## config.mk

```make
export PLATFORM = sky130hd
export DESIGN_NAME = fir_out_decimator
export DESIGN_NICKNAME = d
export VERILOG_FILES = /design/src/rtl/fir_out_decimator.sv
export SDC_FILE = /design/constraint.sdc
export NUM_CORES = 1
export LEC_CHECK = 0
export CORE_MARGIN = 1.5
export CORE_UTILIZATION = 40
export DETAILED_ROUTE_END_ITERATION = 7
export PLACE_DENSITY = 0.59
export SYNTH_ARGS = -nofsm -noshare
export SYNTH_HDL_FRONTEND = slang
export SYNTH_SLANG_ARGS = --single-unit
```

## constraint.sdc

```tcl
create_clock -name clk -period 3.6 [get_ports clk]
set_input_delay 0.72 -clock clk [delete_from_list [all_inputs] [get_ports clk]]
set_output_delay 0.72 -clock clk [all_outputs]
set_load 0.1 [all_outputs]
```

## src/rtl/fir_out_decimator.sv

```systemverilog
// Keeps every DECIM-th fir_filter sample, requantises it to OUT_W bits with
// round half-up and saturation, and queues it in a small FIFO for a valid/ready consumer.
module fir_out_decimator #(
  parameter int IN_W  = 32,
  parameter int OUT_W = 16,
  parameter int SHIFT = 15,
  parameter int DECIM = 4,
  parameter int DEPTH = 8
) (
  input  logic                        clk,
  input  logic                        reset,
  input  logic                        in_valid,
  input  logic signed [IN_W-1:0]      in_data,
  output logic                        out_valid,
  input  logic                        out_ready,
  output logic signed [OUT_W-1:0]     out_data,
  output logic [$clog2(DEPTH):0]      fifo_level,
  output logic                        overflow,
  output logic [15:0]                 drop_count
);

  localparam int AW   = $clog2(DEPTH);
  localparam int PH_W = (DECIM > 1) ? $clog2(DECIM) : 1;
  localparam int RSH  = (SHIFT > 0) ? SHIFT - 1 : 0;
  localparam logic signed [IN_W:0] RND  = (SHIFT > 0) ? ((IN_W + 1)'(1) << RSH) : '0;
  localparam logic signed [IN_W:0] MAXV = {{(IN_W - OUT_W + 2){1'b0}}, {(OUT_W - 1){1'b1}}};
  localparam logic signed [IN_W:0] MINV = ~MAXV;
  localparam logic [AW:0]          FULL = (AW + 1)'(DEPTH);

  logic [PH_W-1:0]          r_phase;
  logic                     w_keep;
  logic signed [IN_W:0]     w_ext;
  logic signed [IN_W:0]     w_sum;
  logic signed [IN_W:0]     w_shr;
  logic signed [OUT_W-1:0]  w_sat;
  logic                     r_stg_valid;
  logic signed [OUT_W-1:0]  r_stg_data;
  logic signed [OUT_W-1:0]  r_mem [DEPTH];
  logic [AW-1:0]            r_wr;
  logic [AW-1:0]            r_rd;
  logic [AW:0]              r_level;
  logic signed [OUT_W-1:0]  r_hold;
  logic                     r_overflow;
  logic [15:0]              r_drop_count;
  logic                     w_full;
  logic                     w_pop;
  logic                     w_push;
  logic                     w_drop;

  assign w_keep = in_valid && (r_phase == '0);

  always_ff @(posedge clk) begin
    if (reset) begin
      r_phase <= '0;
    end else if (in_valid) begin
      r_phase <= (r_phase == PH_W'(DECIM - 1)) ? '0 : r_phase + 1'b1;
    end
  end

  // One extra bit of headroom keeps the rounding add from wrapping at full scale.
  assign w_ext = {in_data[IN_W-1], in_data};
  assign w_sum = w_ext + RND;
  assign w_shr = w_sum >>> SHIFT;

  always_comb begin
    w_sat = w_shr[OUT_W-1:0];
    if (w_shr > MAXV) begin
      w_sat = MAXV[OUT_W-1:0];
    end else if (w_shr < MINV) begin
      w_sat = MINV[OUT_W-1:0];
    end
  end

  always_ff @(posedge clk) begin
    if (reset) begin
      r_stg_valid <= 1'b0;
      r_stg_data  <= '0;
    end else begin
      r_stg_valid <= w_keep;
      if (w_keep) begin
        r_stg_data <= w_sat;
      end
    end
  end

  assign w_full = (r_level == FULL);
  assign w_pop  = out_valid && out_ready;
  assign w_push = r_stg_valid && (!w_full || w_pop);
  assign w_drop = r_stg_valid && w_full && !w_pop;

  always_ff @(posedge clk) begin
    if (w_push) begin
      r_mem[r_wr] <= r_stg_data;
    end
  end

  // Pointers wrap naturally because DEPTH is a power of two.
  always_ff @(posedge clk) begin
    if (reset) begin
      r_wr         <= '0;
      r_rd         <= '0;
      r_level      <= '0;
      r_hold       <= '0;
      r_overflow   <= 1'b0;
      r_drop_count <= '0;
    end else begin
      if (w_push) begin
        r_wr <= r_wr + 1'b1;
      end
      if (w_pop) begin
        r_rd   <= r_rd + 1'b1;
        r_hold <= r_mem[r_rd];
      end
      if (w_push && !w_pop) begin
        r_level <= r_level + 1'b1;
      end else if (w_pop && !w_push) begin
        r_level <= r_level - 1'b1;
      end
      if (w_drop) begin
        r_overflow <= 1'b1;
        if (r_drop_count != 16'hFFFF) begin
          r_drop_count <= r_drop_count + 16'd1;
        end
      end
    end
  end

  // When empty, out_data keeps showing the last sample handed downstream.
  assign out_valid  = (r_level != '0);
  assign out_data   = out_valid ? r_mem[r_rd] : r_hold;
  assign fifo_level = r_level;
  assign overflow   = r_overflow;
  assign drop_count = r_drop_count;

endmodule

```

==> metrics.cfg <==
[clock_network]
clockBufferDepth = 2
cts_resized = 0
cts_tree = yes
clkLatencyLatePin_ns = 0.42
post-cts-setup-buffers = 0
numCtsBuffers = 17
clk_pin_slew_ns = 0.06
cts-root-buf = clkbuf_16
clkSinkCount = 193
htree_levels = 4
cts_hold_buf = 0

[setup_path]
critPathSlowestCell = dfxtp_2
crit_arrival_ns = 2.48
critPathMaxStageDelay_ns = 0.52
cp_top_family = multiplexers
path_buf_inv = 2
rr_startpoint = fifo_level[0]$_SDFFE_PP0P_
rrSetupSlack_ns = 0.74
worstPathMaxFanout = 9
worstSetupPathType = reg2out
cp.required_ns = 2.88
path_cells = buf_4 -> mux4_2 -> mux2i_1 -> a21oi_4 -> buf_12
crit_path_start_kind = register
endpoint_kind = primary output

[sta]
max_freq_ghz = 0.312
tightest_slew_ns = 0.988
fin_worst_skew_ns = 0.0100
post-route-period-util_pct = 89.0
relSlewSlack_pct = 33.9
hold_viol_final = 0
rsz0062_at_grt = false
final-setup-viol-count = 0
setup_tns_ns = 0
hold_slack_ns = 0.479
period_minus_slack_ns = 3.20
final-max-slew-violation-count = 0
worst_slack_ns = 0.397

[synth]
yosysTopAreaCellShare_pct = 47.6
synth_fp_nets = 632
yosysMostFrequentCell = edfxtp_1
ys_seq_area_share_pct = 63.7
syn_inst = 586
synthArstFlopShare_pct = 0
yosys-top-cells-count = edfxtp_1, nor2_1, dfxtp_1
synth_enable_flop_cells = 128
synth_area_leaders = edfxtp_1, dfxtp_1, mux4_2
ys_ff_latch = 193
yosysTopAreaCell = edfxtp_1
ys_types = 48
ys_warn_count = 0
syn_area_um2 = 8070
ys.flop_type = edfxtp_1
syn_avg_cell_area_um2 = 13.8

[cells_and_area]
area_growth_pct = 20.5
finalNetCount = 698
finish.utilization_pct = 49.5
antenna_cells = 0
stdcell_area_um2 = 9730
drive_above_1_share_pct = 18.6
fin_cells = 930

[pwr]
power_mw = 7.96
vdd_ir_drop_max_v = 0.000405
cellLeakagePower_nw = 3.20
powerDensity_nw_per_um2 = 818

[routing]
vias = 4910
vias_per_cell = 5.28
dr.first_iter.drc_count = 289
dr.pass1.iters = 4
drc_errors = 0
wl_per_cell_um = 17.0
wirelength_um = 15800
final_antenna_net_count = 0

[floorplanning]
io_pins = 74
rows = 51
start_util_pct = 41.1
die_x_um = 145
die_area_um2 = 21000
die_h_um = 145
design.core.area_um2 = 19700

[status]
status = finished clean

[place]
placed_area_um2 = 9210
port_buffers = 59
dp_worst_setup_slack_ns = 0.342
gp_congestion = 0.863
placedCellCount = 898
place_hpwl_um = 10500

[grt]
grt_pass1_vias = 4928
grt_max_degree = 36
antenna_found_initial = 0
grt_pass1_wl_um = 25900
grt.total_usage_pct = 15.8
overflow = 0

[min_path]
min_path_type = reg2reg
hold_start = overflow$_SDFFE_PP0P_

[job]
cap_violations = 0

==> report_power, final <==
| group | switching (mW) | internal (mW) | total, mW |
|---|---|---|---|
| clock network | 0.763 | 0.896 | 1.66 |
| registers | 0.134 | 2.52 | 2.65 |
| logic | 2.47 | 1.18 | 3.65 |
==> flip-flops by register name, indices dropped and copies added (netlist names), 2 cells and up, named ones only <==
name,count
drop_count,16
fifo_level,4
r_hold,16
r_mem,128
r_phase,2
r_rd,3
r_stg_data,16
r_wr,3
==> per-layer routing <==
layer  up-vias  track usage (%)  wire length (um)
li1       2372                -                 -
met1      2423             20.9              7320
met2        97             26.1              7690
met3        18             2.99               556
met4         0             5.61               207
met5         -                0                 0
==> final cells by class <==
| cell class | instances | area (um^2) |
|---|---|---|
| Timing Repair Buffer | 78 | 823 |
| Multi-Input combinational cell | 351 | 2870 |
| Sequential cell | 193 | 5150 |
| Inverter | 11 | 41.3 |
| Tap cell | 265 | 332 |
| Clock buffer | 22 | 454 |
| Fill cell | 1728 | 9920 |
| Clock inverter | 10 | 62.6 |
==> cell usage in the layout, fill, tap and decap left out, drive strengths merged, types with 8 or more instances in the layout <==
| cell type | Yosys | routed |
|---|---|---|
| edfxtp | 128 | 128 |
| nor2 | 78 | 78 |
| dfxtp | 65 | 65 |
| clkdlybuf4s50 | 0 | 41 |
| buf | 10 | 37 |
| mux4 | 32 | 32 |
| a21oi | 32 | 32 |
| a211oi | 30 | 30 |
| clkbuf | 21 | 22 |
| mux2i | 21 | 21 |
| nand2 | 21 | 21 |
| o21ai | 15 | 15 |
| xor2 | 14 | 14 |
| nand3 | 13 | 13 |
| inv | 11 | 12 |
| nor3 | 11 | 11 |
| xnor2 | 9 | 9 |
| ha | 9 | 9 |
| or4 | 8 | 8 |
==> logic make-up (layout without fill, tap and decap cells) <==
| group | after synthesis | in the layout | share of synthesized area (%) |
|---|---|---|---|
| compound gates | 99 | 99 | 8.14 |
| xor+xnor | 23 | 23 | 2.50 |
| buf+inv | 42 | 121 | 2.19 |
| flops | 193 | 193 | 63.7 |
| fa+ha+maj | 10 | 10 | 1.64 |
| mux | 54 | 54 | 11.7 |
| simple gates | 165 | 165 | 10.1 |
==> path summary, 6_finish.rpt <==
kind | to | cells past startpoint
worst max-delay path | out_data[8] | 5
worst min-delay path | overflow$_SDFFE_PP0P_ | 2
worst max register to register | fifo_level[3]$_SDFFE_PP0P_ | 11
worst min register to register | overflow$_SDFFE_PP0P_ | 2
==> tightest hold or removal path: stages, from the launching register on <==
cell and delay, ns:
dfxtp_1 0.33, nor2_1 0.05, nor2_1 0.07
(Power assumes the default switching activity.)
